`config.mk`:
```
export PLATFORM = sky130hd
export DESIGN_NAME = instr_fetch_ctrl
export DESIGN_NICKNAME = d
export VERILOG_FILES = /design/src/rtl/instr_fetch_ctrl.sv
export SDC_FILE = /design/constraint.sdc
export NUM_CORES = 1
export LEC_CHECK = 0
export ABC_CLOCK_PERIOD_IN_PS = 2300
export BUFFER_PORTS_ARGS = -buffer_cell sky130_fd_sc_hd__buf_2
export CAP_MARGIN = 30
export CORE_UTILIZATION = 48
export DETAILED_ROUTE_END_ITERATION = 7
export PLACE_DENSITY = 0.79
export SETUP_SLACK_MARGIN = 0.5
export SYNTH_ARGS = -nofsm -noshare
export SYNTH_HDL_FRONTEND = slang
export SYNTH_SLANG_ARGS = --single-unit
export TNS_END_PERCENT = 5
```
`constraint.sdc`:
```
create_clock -name clk -period 2.3 [get_ports clk]
set_clock_uncertainty 0.05 [all_clocks]
set_input_delay 0.23 -clock clk [delete_from_list [all_inputs] [get_ports clk]]
set_output_delay 0.23 -clock clk [all_outputs]
set_load 0.03 [all_outputs]
```
`src/rtl/instr_fetch_ctrl.sv`:
```
// Instruction fetch sequencer: owns the PC, reads instrMem, hands words to decode.
// Ports: clk/rst, iaddr/idata (memory), redirect_valid/redirect_pc, halt,
// out_valid/out_ready/out_instr/out_pc (decode handshake), halted, fault, fault_pc.
// Optional macro FETCH_PERF_CNT_EN adds perf_fetched/perf_stalled counters.
module instr_fetch_ctrl #(
  parameter logic [31:0] RESET_PC  = 32'h0000_0000,
  parameter int          MEM_BYTES = 1024
) (
  input  logic        clk,
  input  logic        rst,
  output logic [31:0] iaddr,
  input  logic [31:0] idata,
  input  logic        redirect_valid,
  input  logic [31:0] redirect_pc,
  input  logic        halt,
  output logic        out_valid,
  input  logic        out_ready,
  output logic [31:0] out_instr,
  output logic [31:0] out_pc,
  output logic        halted,
  output logic        fault,
  output logic [31:0] fault_pc
`ifdef FETCH_PERF_CNT_EN
  ,
  output logic [31:0] perf_fetched,
  output logic [31:0] perf_stalled
`endif
);

  localparam logic [31:0] LAST_PC = 32'(MEM_BYTES - 4);

  typedef enum logic [1:0] {
    FETCH  = 2'd0,
    HALTED = 2'd1,
    FAULT  = 2'd2
  } state_t;

  state_t      state, state_n;
  logic [31:0] pc, pc_n;
  logic        ov_n;
  logic [31:0] oi_n, op_n;
  logic        f_n;
  logic [31:0] fpc_n;
  logic        bad_rd;
  logic        slot_free;

  assign iaddr     = pc;
  assign halted    = (state == HALTED);
  assign bad_rd    = (redirect_pc[1:0] != 2'b00) ||
                     (redirect_pc > LAST_PC);
  assign slot_free = !out_valid || out_ready;

  always_ff @(posedge clk) begin
    if (rst) begin
      state     <= FETCH;
      pc        <= RESET_PC;
      out_valid <= 1'b0;
      out_instr <= '0;
      out_pc    <= '0;
      fault     <= 1'b0;
      fault_pc  <= '0;
    end else begin
      state     <= state_n;
      pc        <= pc_n;
      out_valid <= ov_n;
      out_instr <= oi_n;
      out_pc    <= op_n;
      fault     <= f_n;
      fault_pc  <= fpc_n;
    end
  end

  always_comb begin
    state_n = state;
    pc_n    = pc;
    // Default: the held entry drains when decode takes it.
    ov_n    = out_valid && !out_ready;
    oi_n    = out_instr;
    op_n    = out_pc;
    f_n     = fault;
    fpc_n   = fault_pc;
    unique case (state)
      FETCH: begin
        if (redirect_valid) begin
          ov_n = 1'b0;
          if (bad_rd) begin
            state_n = FAULT;
            f_n     = 1'b1;
            fpc_n   = redirect_pc;
          end else begin
            pc_n = redirect_pc;
            if (halt) state_n = HALTED;
          end
        end else if (halt) begin
          state_n = HALTED;
        end else if (pc > LAST_PC) begin
          // Sequential run fell off the end of memory.
          state_n = FAULT;
          f_n     = 1'b1;
          fpc_n   = pc;
        end else if (slot_free) begin
          oi_n = idata;
          op_n = pc;
          ov_n = 1'b1;
          pc_n = pc + 32'd4;
        end
      end
      HALTED: begin
        if (redirect_valid && bad_rd) begin
          ov_n    = 1'b0;
          state_n = FAULT;
          f_n     = 1'b1;
          fpc_n   = redirect_pc;
        end else begin
          if (redirect_valid) begin
            ov_n = 1'b0;
            pc_n = redirect_pc;
          end
          if (!halt) state_n = FETCH;
        end
      end
      FAULT: begin
      end
      default: begin
        state_n = FETCH;
      end
    endcase
  end

`ifdef FETCH_PERF_CNT_EN
  always_ff @(posedge clk) begin
    if (rst) begin
      perf_fetched <= '0;
      perf_stalled <= '0;
    end else begin
      if (out_valid && out_ready)
        perf_fetched <= perf_fetched + 32'd1;
      if (state == FETCH && out_valid && !out_ready)
        perf_stalled <= perf_stalled + 32'd1;
    end
  end
`endif

endmodule
```
==> results of run 1 <==
==> metal layers <==
metal,wire (µm),global-route usage,vias to the layer above
met1,6793,0.3625,2423
met2,7936,0.4892,272
met4,557,0.1439,0
li1,-,-,2366
met5,0,0,-
met3,1279,0.07236,48
==> final timing paths <==
path,startpoint,to,slack [ns],cells after the start
hold reg to reg,fault$_SDFFE_PP0P_,fault$_SDFFE_PP0P_,0.40,2
setup / recovery,iaddr[17]$_SDFFE_PP0P_,fault_pc[1]$_SDFFE_PP0P_,0.15,7
setup reg to reg,iaddr[17]$_SDFFE_PP0P_,fault_pc[1]$_SDFFE_PP0P_,0.15,7
hold / removal,redirect_pc[16],fault_pc[16]$_SDFFE_PP0P_,0.02,3
==> registers in the layout, summed over array words and instances (netlist names) <==
signal,cells
fault,1
fault_pc,32
iaddr,32
out_instr,32
out_pc,32
out_valid,1
state,2
==> Yosys cell counts (all sizes together) (2+ instances only) <==
cell    number  area (µm²)
nand2b       2       12.51
nor2b        3       18.77
o22ai        2       12.51
dfxtp      132        2643
a221oi       2       23.77
o31ai       32       245.2
a21oi        9       45.04
nand3b       2       15.01
a21boi       4       30.03
nor3         8       56.31
or3          2       17.52
nor2        51       191.4
inv          4       15.01
nand4       34       212.7
a31oi        2       12.51
and4         2       17.52
a22oi        2       15.01
and2        20       125.1
a311oi       2       17.52
nand3        3       20.02
nand2       12       45.04
buf         15       118.9
o21ai        6       30.02
clkbuf      27       102.6
o32ai        3       26.28
nor4        11       83.83
mux2i       68       680.7
and3        28       175.2
or4          2       18.77
==> cells in the final DEF (no fill, tap or decap), types with 5 or more instances in the layout <==
cell,netlist,routed
and2_1,20,19
dfxtp_1,132,122
dlygate4sd3_1,0,45
a21oi_1,9,9
buf_12,0,7
o31ai_1,31,29
o21ai_0,5,5
nand4_1,34,34
clkbuf_16,0,18
buf_4,4,17
dfxtp_2,0,8
nor4_1,10,10
clkinv_2,0,6
mux2i_1,68,67
nand2_1,12,11
buf_2,2,199
and3_1,28,28
nor2_1,51,51
==> power by group through the flow <==
stage | clock network, mW | logic, mW | registers [mW]
floorplan | 0 | 0.318 | 2.60
global placement | 0 | 0.665 | 2.46
detailed placement | 0 | 0.680 | 2.46
CTS | 2.57 | 0.855 | 2.41
global route | 2.68 | 0.954 | 2.42
finish | 2.54 | 0.906 | 2.42
==> kinds of logic after synthesis <==
| family | synth area share |
|---|---|
| mux | 0.1330 |
| compound gates | 0.09951 |
| fa+ha+maj | 0.002445 |
| buf+inv | 0.04694 |
| flops | 0.5164 |
| simple gates | 0.2017 |
==> worst register-to-register path, stage by stage (launching register included) <==
cell and delay [ns]:
dfxtp_2 0.33, or4_4 0.52, nor4_4 0.19, buf_4 0.16
a31o_2 0.17, and2_4 0.21, bufbuf_16 0.29, o31ai_1 0.08
==> repair_timing <==
item / CTS / global route
pin swaps: 12 / 8
endpoints found under the setup margin: 125 / 126
hold buffers: 45 / 0
endpoints found under the hold margin: 45 / 0
resized for setup: 22 / 10
cloned: 7 / 2
setup buffers: 8 / 2
==> stage by stage <==
stage | hold slack (ns) | std cells | total power [mW] | setup slack (ns)
after floorplan | 0.3259 | 501 | 2.920 | 0.1607
after global placement | 0.3868 | 811 | 3.124 | 0.1534
after detailed placement | 0.3927 | 811 | 3.143 | 0.1072
after CTS | 0.003542 | 903 | 5.834 | 0.1247
after global routing | 0.01170 | 907 | 6.057 | 0.03219
final | 0.01987 | 907 | 5.859 | 0.1456
==> layout make-up <==
type	instances	area [µm²]	area share
clock buffer	18	427.9	0.05508
clock inverter	14	137.6	0.01772
inverter	5	18.77	0.002416
multi-input combinational	322	2349	0.3023
sequential	132	2660	0.3424
tap	136	170.2	0.02190
timing repair buffer	280	2006	0.2582
==> tab_implementation.tex, run 1 <==
\begin{tabular}{lr}
\hline
Metric & Value \\
\hline
\multicolumn{2}{l}{\textbf{Run status}} \\
\quad Status & finished, final reports clean \\
\multicolumn{2}{l}{\textbf{Pwr}} \\
\quad Areal power density over the cells & 754.2 mW/mm² \\
\quad Switching part of the total power & 0.2631 \\
\quad Part of the total power dissipated in the clock network & 0.433 \\
\quad Sequential group share of total power & 0.412 \\
\quad Comb pwr share & 0.155 \\
\quad Net switching component of the power & about 1.5 mW \\
\quad Internal power contribution & 4.318 mW \\
\quad Highest ir drop seen on vdd & 0.4125 mV \\
\quad Leakage Power & 3.660 nW \\
\multicolumn{2}{l}{\textbf{Timing}} \\
\quad RSZ-0062 raised after global routing & true \\
\quad Normalized max-slew margin & 0.4990 \\
\quad Number of endpoints with negative hold slack in the final report & 0 \\
\quad Slew Limit Fails & 0 \\
\quad Worst Tran Pin Value & 0.7488 ns \\
\quad Setup TNS Final & 0 ns \\
\quad Peak Freq & 464.2 MHz \\
\quad Final worst path period need & 2.154 ns \\
\quad Post-route clock period utilization & 0.9367 \\
\quad Setup-violating endpoint count in the final report & 0 \\
\multicolumn{2}{l}{\textbf{Place}} \\
\quad Placed instance area & 0.006277 mm² \\
\quad Number of port buffers & about 200 \\
\quad HPWL after detailed placement & 9786 µm \\
\quad Final weighted congestion in routability-driven placement & 0.8342 \\
\multicolumn{2}{l}{\textbf{Yosys}} \\
\quad Number of unique standard cell types used by synthesis & between 50 and 60 \\
\quad Net Count, Synth & 571 \\
\quad Share of synthesized area occupied by flip-flops and latches & 0.5164 \\
\quad Post-synth ARST share & 0 \\
\quad Flops \& latches, synth & approximately 130 \\
\quad Post-synth EDFFs & 0 \\
\quad Total standard cell area after synthesis & 0.005117 mm² \\
\quad Predominant post-synthesis flop cell & dfxtp\_1 \\
\quad Synth warnings & 0 \\
\quad Synth Area per Inst & about 10 µm² \\
\quad Synthesized instance count & approximately 500 \\
\multicolumn{2}{l}{\textbf{Clocking}} \\
\quad H-tree depth & 4 \\
\quad Clock sink total & 132 \\
\quad Total clock buffers created by CTS & 17 \\
\quad Clk\_lat worst skew & roughly 0.52 ns \\
\quad Clk slew on worst S/H paths & around 0.060 ns \\
\quad Buffer levels on the longest clock path & 2 \\
\quad Clock root buffer master & clkbuf\_8 \\
\quad CTS tree & done \\
\multicolumn{2}{l}{\textbf{Critical path}} \\
\quad Max incr delay on CP & 0.52 ns \\
\quad Worst Path Buf+Inv & 2 \\
\quad Crit Path Category & reg2reg \\
\quad Sequence of cells on the critical path & or4\_4, nor4\_4, buf\_4, a31o\_2, and2\_4, bufbuf\_16, o31ai\_1 \\
\quad CP endpoint kind & flop \\
\quad Critical Path Start Type & flop \\
\quad Critical path fanouts, max & 10 \\
\quad Worst Path Required & 2.62 ns \\
\quad Highest-delay cell along the critical path & or4\_4 \\
\quad WP data arrival & around 2.5 ns \\
\quad Kind of cell adding the most delay to the critical path & simple AND/OR/NAND/NOR gates \\
\multicolumn{2}{l}{\textbf{Run}} \\
\quad Max-cap violations & 0 \\
\multicolumn{2}{l}{\textbf{Global route}} \\
\quad Overall track demand over capacity in global routing & 0.2967 \\
\quad Pin count of the biggest net entering global routing & between 50 and 60 \\
\quad Number of global-route vias before repair & $\sim$5000 \\
\quad Antenna violations before repair & 0 \\
\quad Overflow left after global routing & 0 \\
\quad First-pass GRT wire length & $\sim$25000 µm \\
\multicolumn{2}{l}{\textbf{Cells and area}} \\
\quad Fraction of layout instances using a drive strength above 1 & 0.3930 \\
\quad Fill cell instance count of the final layout & 693 \\
\quad Layout Area Growth over Synthesis & 51.81\% \\
\quad \# diodes & 0 \\
\quad Fin nets & 828 \\
\quad Post-route standard cell area excluding fillers & 0.007769 mm² \\
\quad Core Util, Final & 0.7525 \\
\multicolumn{2}{l}{\textbf{Drt}} \\
\quad Total via count in the routed design & 5109 \\
\quad Violation count after the first detailed-route iteration & 352 \\
\quad Number of detailed-routing iterations run before antenna repair & 5 \\
\quad Routed Antenna Nets & 0 \\
\quad Aggregate routed wire length & 16570 µm \\
\quad Post-DR vias/cell & 5.633 \\
\quad Number of design rule violations left after detail routing & 0 \\
\quad Detail-routed net length per standard cell & 18.27 µm \\
\multicolumn{2}{l}{\textbf{Worst hold path}} \\
\quad Class of the most critical hold timing path & in2reg \\
\multicolumn{2}{l}{\textbf{Floorplan}} \\
\quad Die Outline Area & 0.01108 mm² \\
\quad Placeable Area & 0.01032 mm² \\
\quad Die width & 105.3 µm \\
\quad Boundary pin count & 200 \\
\quad Vertical extent of the die & between 100 and 150 µm \\
\quad Effective utilization at floorplan & 0.4957 \\
\quad FP Rows & 37 \\
\hline
\end{tabular}
(Power assumes the default switching activity.)
==> run 2, diff against run 1 <==
Settings changed: CORE_ASPECT_RATIO from default to 1.75.
==> tab_implementation.tex, run 2 (synthesis results as in run 1) <==
\begin{tabular}{lr}
\hline
Metric & Value \\
\hline
\multicolumn{2}{l}{\textbf{Timing}} \\
\quad Peak Freq & 467.7 MHz (+0.76\%) \\
\quad Slew Limit Fails & 0 (unchanged) \\
\quad RSZ-0062 raised after global routing & true \\
\quad Post-route worst hold slack & 0.01131 ns (-0.008558 ns) \\
\quad Setup TNS Final & 0 ns (unchanged) \\
\quad Post-route setup slack & 0.1618 ns (+0.01620 ns) \\
\quad Post-route clock period utilization & 0.9296 (-0.007045) \\
\quad Normalized max-slew margin & 0.3775 (-0.1215) \\
\quad Number of endpoints with negative hold slack in the final report & 0 (unchanged) \\
\quad Setup-violating endpoint count in the final report & 0 (unchanged) \\
\quad Worst Tran Pin Value & 0.9337 ns (+0.1850 ns) \\
\quad Final worst path period need & 2.138 ns (-0.01620 ns) \\
\multicolumn{2}{l}{\textbf{Clocking}} \\
\quad Clock root buffer master & clkbuf\_16 \\
\quad Buffer levels on the longest clock path & 2 (unchanged) \\
\quad Clk\_lat worst skew & 0.41 ns (-0.11 ns) \\
\quad Clk slew on worst S/H paths & 0.06 ns (about the same) \\
\quad CTS tree & done \\
\quad H-tree depth & 4 (unchanged) \\
\quad Clock sink total & 132 (unchanged) \\
\quad Total clock buffers created by CTS & 17 (unchanged) \\
\multicolumn{2}{l}{\textbf{Critical path}} \\
\quad Sequence of cells on the critical path & or4\_4, nor4\_4, buf\_4, a31o\_2, and2\_1, buf\_4, o31ai\_1 \\
\quad Startpoint of the most critical setup path & iaddr[18]\$\_SDFFE\_PP0P\_ \\
\quad Worst Setup EP & fault\_pc[12]\$\_SDFFE\_PP0P\_ \\
\quad Launch point of the worst reg-to-reg path & iaddr[18]\$\_SDFFE\_PP0P\_ \\
\quad Critical path fanouts, max & 14 (+4) \\
\quad Highest-delay cell along the critical path & or4\_4 \\
\quad Crit path top cell by count & buf\_4 \\
\quad CP endpoint kind & flop \\
\quad Max incr delay on CP & 0.52 ns (about the same) \\
\quad Crit Path Category & reg2reg \\
\quad Register-to-Register Path Depth & 7 (unchanged) \\
\quad Worst-case register-to-register setup slack & 0.16 ns (+0.02 ns) \\
\quad Endpoint of the worst-slack reg-to-reg timing path & fault\_pc[12]\$\_SDFFE\_PP0P\_ \\
\quad Critical Path Start Type & flop \\
\quad WP data arrival & 2.34 ns (-0.14 ns) \\
\quad Worst Path Required & 2.50 ns (-0.12 ns) \\
\multicolumn{2}{l}{\textbf{Cells and area}} \\
\quad Most common cell after layout, fill and taps aside & buf\_2 \\
\quad \# diodes & 0 (unchanged) \\
\quad Fill cell instance count of the final layout & 788 (+14\%) \\
\quad Fin nets & 779 (-5.9\%) \\
\quad Post-route standard cell area excluding fillers & 0.007098 mm² (-8.6\%) \\
\quad Layout Area Growth over Synthesis & 38.70\% \\
\quad Highest-count cells in the layout ignoring fill and taps & 199 x buf\_2, 122 x dfxtp\_1, 66 x mux2i\_1, 51 x nor2\_1, 34 x nand4\_1 \\
\quad Core Util, Final & 0.6891 (-0.06338) \\
\quad Fraction of layout instances using a drive strength above 1 & 0.4050 (+0.01200) \\
\multicolumn{2}{l}{\textbf{Pwr}} \\
\quad Areal power density over the cells & 818.7 mW/mm² (+8.6\%) \\
\quad Highest ir drop seen on vdd & 0.6217 mV (+51\%) \\
\quad Leakage Power & 3.353 nW (-8.4\%) \\
\multicolumn{2}{l}{\textbf{Drt}} \\
\quad Aggregate routed wire length & 14870 µm (-10\%) \\
\quad Detail-routed net length per standard cell & 17.53 µm (-4.0\%) \\
\quad Routed Antenna Nets & 0 (unchanged) \\
\quad Number of design rule violations left after detail routing & 0 (unchanged) \\
\quad Violation count after the first detailed-route iteration & 195 (-45\%) \\
\quad Post-DR vias/cell & 5.587 (-0.81\%) \\
\quad Total via count in the routed design & 4738 (-7.3\%) \\
\quad Number of detailed-routing iterations run before antenna repair & 4 (-1) \\
\multicolumn{2}{l}{\textbf{Worst hold path}} \\
\quad Class of the most critical hold timing path & in2reg \\
\quad Hold path start & idata[21] \\
\multicolumn{2}{l}{\textbf{Global route}} \\
\quad Pin count of the biggest net entering global routing & 88 (+54\%) \\
\quad First-pass GRT wire length & 22460 µm (-12\%) \\
\quad Number of global-route vias before repair & 4651 (-7.0\%) \\
\quad Antenna violations before repair & 0 (unchanged) \\
\quad Overall track demand over capacity in global routing & 0.2634 (-0.03324) \\
\quad Overflow left after global routing & 0 (unchanged) \\
\multicolumn{2}{l}{\textbf{Run}} \\
\quad Max-cap violations & 0 (unchanged) \\
\multicolumn{2}{l}{\textbf{Floorplan}} \\
\quad Vertical extent of the die & 138.6 µm (+32\%) \\
\quad FP Rows & 49 (+32\%) \\
\quad Boundary pin count & 200 (unchanged) \\
\quad Effective utilization at floorplan & 0.4968 (+0.001144) \\
\quad Die Outline Area & 0.01109 mm² (+0.14\%) \\
\quad Die width & 80.05 µm (-24\%) \\
\quad Placeable Area & 0.01030 mm² (-0.23\%) \\
\multicolumn{2}{l}{\textbf{Place}} \\
\quad HPWL after detailed placement & 10330 µm (+5.5\%) \\
\quad Final weighted congestion in routability-driven placement & 0.8076 (-3.2\%) \\
\quad Placed instance area & 0.006321 mm² (+0.70\%) \\
\quad Setup slack after placement & 0.01937 ns (-0.08783 ns) \\
\quad Number of port buffers & 199 (unchanged) \\
\multicolumn{2}{l}{\textbf{Run status}} \\
\quad Status & finished, final reports clean \\
\hline
\end{tabular}
## run 2: cell count changes in the layout (fill, tap and decap cells not counted), sizes merged, moves of 2 or more
cell | before | now
bufbuf | 3 | 0
clkbuf | 20 | 22
clkinvlp | 4 | 2
inv | 4 | 7
clkinv | 9 | 5
buf | 230 | 227
dlygate4sd3 | 45 | 1
## run 2: critical path: cells and delay by family, from the launching register on
kind / cells / cell delay [ns]
buffers and inverters: 2 / 0.40
and+or+nand+nor: 3 / 0.90
AOI/OAI and AO/OA: 2 / 0.28
DFF: 1 / 0.35
## run 2: area by class of cell
| type | instances | area (µm²) | share of cell area |
|---|---|---|---|
| Tap cell | 127 | 158.9 | 0.02239 |
| Clock inverter | 11 | 126.4 | 0.01780 |
| Multi-Input combinational cell | 323 | 2301 | 0.3242 |
| Inverter | 5 | 18.77 | 0.002644 |
| Timing Repair Buffer | 230 | 1374 | 0.1935 |
| Clock buffer | 20 | 456.7 | 0.06434 |
| Sequential cell | 132 | 2663 | 0.3751 |
## run 2: where the power goes
part | leakage (nW) | internal [mW] | switching, mW
clock | 0.283 | 1.65 | 0.995
combinational | 1.99 | 0.287 | 0.462
sequential | 1.08 | 2.36 | 0.0515
total | 3.35 | 4.30 | 1.51
## run 2: worst min-delay path by stage
| stage | to | slack, ns | cells after the start |
|---|---|---|---|
| final | out_instr[21]$_SDFFE_PP0P_ | 0.01 | 3 |
| after detailed placement | fault$_SDFFE_PP0P_ | 0.39 | 2 |
| after global placement | fault$_SDFFE_PP0P_ | 0.38 | 2 |
| after CTS | out_instr[22]$_SDFFE_PP0P_ | 0.002 | 3 |
| after floorplan | state[0]$_SDFFE_PP0P_ | 0.33 | 1 |
| after global routing | out_instr[24]$_SDFFE_PP0P_ | 0.01 | 3 |
## run 2: repair_timing
action / CTS / global route
hold buffers: 1 / 0
cloned: 0 / 3
endpoints found under the hold margin: 1 / 0
pin swaps: 3 / 1
gates resized for setup: 3 / 13
buffers inserted: 4 / 3
setup endpoints to repair: 125 / 125
## run 2: per-layer routing
layer	up-vias	global-route usage	wire [µm]
li1	2252	-	-
met1	2248	0.2780	5783
met2	203	0.4759	7833
met3	35	0.05658	760
met4	0	0.1344	491
met5	-	0	0
## run 2: stage by stage
step / instances / total power [mW]
2_1_floorplan: 501 / 2.920
3_3_place_gp: 806 / 3.143
3_5_place_dp: 806 / 3.164
4_1_cts: 842 / 5.824
5_1_grt: 848 / 6.006
6_report: 848 / 5.811
==> run 3, diff against run 2 <==
Settings changed: ABC_CLOCK_PERIOD_IN_PS 2300 to 2000.
Clock period 2.3 ns to 2 ns, I/O delays scaled along.
==> tab_implementation.tex, run 3 (synthesis results as in run 1) <==
\begin{tabular}{lr}
\hline
Metric & Value \\
\hline
\multicolumn{2}{l}{\textbf{Run status}} \\
\quad Status & complete, but fails checks \\
\quad Violations in the final reports & negative setup slack \\
\multicolumn{2}{l}{\textbf{Drt}} \\
\quad Number of detailed-routing iterations run before antenna repair & 5 (+1) \\
\quad Number of design rule violations left after detail routing & 0 (unchanged) \\
\quad Post-DR vias/cell & 5.555 (-0.58\%) \\
\quad Aggregate routed wire length & 15980 µm (+7.5\%) \\
\quad Detail-routed net length per standard cell & 17.60 µm (+0.36\%) \\
\quad Violation count after the first detailed-route iteration & 213 (+9.2\%) \\
\quad Routed Antenna Nets & 0 (unchanged) \\
\quad Total via count in the routed design & 5044 (+6.5\%) \\
\multicolumn{2}{l}{\textbf{Timing}} \\
\quad RSZ-0062 raised after global routing & true \\
\quad Normalized max-slew margin & 0.6398 (+0.2623) \\
\quad Setup TNS Final & -4.030 ns (-4.030 ns) \\
\quad Peak Freq & 475.5 MHz (+1.7\%) \\
\quad Post-route clock period utilization & 1.052 (+0.1220) \\
\quad Final worst path period need & 2.103 ns (-0.03494 ns) \\
\quad Post-route worst hold slack & 0.001966 ns (-0.009344 ns) \\
\quad Worst Tran Pin Value & 0.5403 ns (-0.3934 ns) \\
\quad Setup-violating endpoint count in the final report & 68 (+68) \\
\quad Post-route setup slack & -0.1032 ns (-0.2651 ns) \\
\quad Number of endpoints with negative hold slack in the final report & 0 (unchanged) \\
\quad Slew Limit Fails & 0 (unchanged) \\
\multicolumn{2}{l}{\textbf{Critical path}} \\
\quad Endpoint of the worst-slack reg-to-reg timing path & iaddr[31]\$\_SDFFE\_PP0P\_ \\
\quad CP endpoint kind & flop \\
\quad Critical Path Start Type & flop \\
\quad Crit Path Category & reg2reg \\
\quad WP data arrival & 2.35 ns (about the same) \\
\quad Register-to-Register Path Depth & 7 (unchanged) \\
\quad Launch point of the worst reg-to-reg path & iaddr[17]\$\_SDFFE\_PP0P\_ \\
\quad Worst Path Required & 2.25 ns (-0.25 ns) \\
\quad Worst-case register-to-register setup slack & -0.10 ns (-0.27 ns) \\
\quad Critical path fanouts, max & 18 (+4) \\
\multicolumn{2}{l}{\textbf{Global route}} \\
\quad Antenna violations before repair & 1 (+1) \\
\quad Met2 usage & 0.5241 (+0.04813) \\
\quad Global-route track usage on met3 & 0.06053 (+0.003947) \\
\quad Overall track demand over capacity in global routing & 0.2848 (+0.02135) \\
\quad First-pass GRT wire length & 24230 µm (+7.9\%) \\
\quad Pin count of the biggest net entering global routing & 48 (-45\%) \\
\quad Most used routing layer & met2 \\
\quad Number of global-route vias before repair & 5002 (+7.5\%) \\
\quad Overflow left after global routing & 0 (unchanged) \\
\quad Met1 track utilization from global routing & 0.2968 (+0.01888) \\
\multicolumn{2}{l}{\textbf{Place}} \\
\quad Number of port buffers & 199 (unchanged) \\
\quad Placed instance area & 0.006631 mm² (+4.9\%) \\
\quad Final weighted congestion in routability-driven placement & 0.8456 (+4.7\%) \\
\quad HPWL after detailed placement & 10910 µm (+5.6\%) \\
\multicolumn{2}{l}{\textbf{Clocking}} \\
\quad H-tree depth & 4 (unchanged) \\
\quad Total clock buffers created by CTS & 17 (unchanged) \\
\quad Clk slew on worst S/H paths & 0.06 ns (about the same) \\
\quad Buffer levels on the longest clock path & 2 (unchanged) \\
\quad CTS tree & done \\
\quad Clk\_lat worst skew & 0.41 ns (about the same) \\
\quad Clock root buffer master & clkbuf\_16 \\
\quad Clock sink total & 132 (unchanged) \\
\multicolumn{2}{l}{\textbf{Cells and area}} \\
\quad Layout Area Growth over Synthesis & 50.95\% \\
\quad Fin nets & 837 (+7.4\%) \\
\quad Highest-count cells in the layout ignoring fill and taps & 197 x buf\_2, 122 x dfxtp\_1, 67 x mux2i\_1, 51 x buf\_4, 50 x nor2\_1 \\
\quad Most common cell after layout, fill and taps aside & buf\_2 \\
\quad Fraction of layout instances using a drive strength above 1 & 0.4526 (+0.04757) \\
\quad Fill cell instance count of the final layout & 731 (-7.2\%) \\
\quad Core Util, Final & 0.7500 (+0.06086) \\
\quad Post-route standard cell area excluding fillers & 0.007725 mm² (+8.8\%) \\
\multicolumn{2}{l}{\textbf{Floorplan}} \\
\quad Boundary pin count & 200 (unchanged) \\
\quad Die width & 80.05 µm (unchanged) \\
\quad Die Outline Area & 0.01109 mm² (unchanged) \\
\quad Placeable Area & 0.01030 mm² (unchanged) \\
\quad FP Rows & 49 (unchanged) \\
\quad Vertical extent of the die & 138.6 µm (unchanged) \\
\quad Effective utilization at floorplan & 0.4968 (unchanged) \\
\multicolumn{2}{l}{\textbf{Run}} \\
\quad Max-cap violations & 0 (unchanged) \\
\multicolumn{2}{l}{\textbf{Worst hold path}} \\
\quad Endpoint, Worst Hold & out\_instr[1]\$\_SDFFE\_PP0P\_ \\
\quad Class of the most critical hold timing path & in2reg \\
\quad Hold path start & idata[1] \\
\quad Number of stages on the worst hold path & 3 (unchanged) \\
\multicolumn{2}{l}{\textbf{Pwr}} \\
\quad Highest ir drop seen on vdd & 0.6637 mV (+6.8\%) \\
\quad Areal power density over the cells & 847.2 mW/mm² (+3.5\%) \\
\quad Leakage Power & 3.576 nW (+6.6\%) \\
\hline
\end{tabular}
==> run 3: changes by cell type in the layout (fill, tap and decap cells not counted), moves of 3 or more <==
cell | previous run | this run
dlygate4sd3_1 | 1 | 27
and3_4 | 2 | 26
inv_6 | 2 | 5
clkinvlp_4 | 2 | 5
buf_4 | 18 | 51
and3_1 | 26 | 2
==> run 3: worst max path at each step <==
| stage | start | to | cells after the start |
|---|---|---|---|
| 6_report | iaddr[17]$_SDFFE_PP0P_ | iaddr[31]$_SDFFE_PP0P_ | 7 |
| 5_1_grt | iaddr[17]$_SDFFE_PP0P_ | out_instr[26]$_SDFFE_PP0P_ | 6 |
| 4_1_cts | iaddr[17]$_SDFFE_PP0P_ | out_instr[30]$_SDFFE_PP0P_ | 6 |
| 3_5_place_dp | iaddr[12]$_SDFFE_PP0P_ | out_instr[30]$_SDFFE_PP0P_ | 7 |
| 3_3_place_gp | iaddr[12]$_SDFFE_PP0P_ | out_pc[4]$_SDFFE_PP0P_ | 7 |
| 2_1_floorplan | iaddr[17]$_SDFFE_PP0P_ | out_instr[10]$_SDFFE_PP0P_ | 8 |
==> run 3: per-stage QoR <==
stage / std cells / power [mW] / worst slack (ns)
3_3_place_gp: 844 / 3.651 / -0.2167
2_1_floorplan: 501 / 3.358 / -0.1393
5_1_grt: 908 / 6.759 / -0.1936
3_5_place_dp: 844 / 3.678 / -0.3235
6_report: 908 / 6.545 / -0.1032
4_1_cts: 904 / 6.534 / -0.08816
==> run 3: critical path, cell delays in order (launching register included) <==
cell     delay (ns)
dfxtp_2        0.32
or4_4          0.53
nor4_4         0.18
and4_4         0.38
buf_4          0.15
nor3_4         0.04
buf_12         0.17
and2_1         0.16
==> run 3: layer usage <==
metal,up-vias,part of all wire
met5,-,0
met4,0,0.034
met3,46,0.055
met2,222,0.54
met1,2402,0.37
li1,2374,-
==> run 3: what timing repair did <==
action                                  CTS  global route
endpoints found under the hold margin    27             0
endpoints found under the setup margin  132           132
gates resized for setup                  12            37
buffers inserted                          1             2
hold buffers                             27             0
cloned                                    0             1
pin swaps                                 8            32
==> run 3: final cells by class <==
type,instances,area (µm²),share of cell area
clock inverters,13,100.1,0.01296
flip-flops and latches,132,2660,0.3443
repair buffers,289,1889,0.2446
clock buffers,19,442.9,0.05734
diodes,1,2.502,0.0003239
well taps,127,158.9,0.02057
inverters,5,18.77,0.002430
multi-input cells,322,2452,0.3175
==> run 3: where the power goes <==
part	switching, mW	total (mW)	internal [mW]
Clock	1.20	2.83	1.63
Sequential	0.0487	2.77	2.72
Combinational	0.563	0.949	0.386
Total	1.81	6.54	4.74
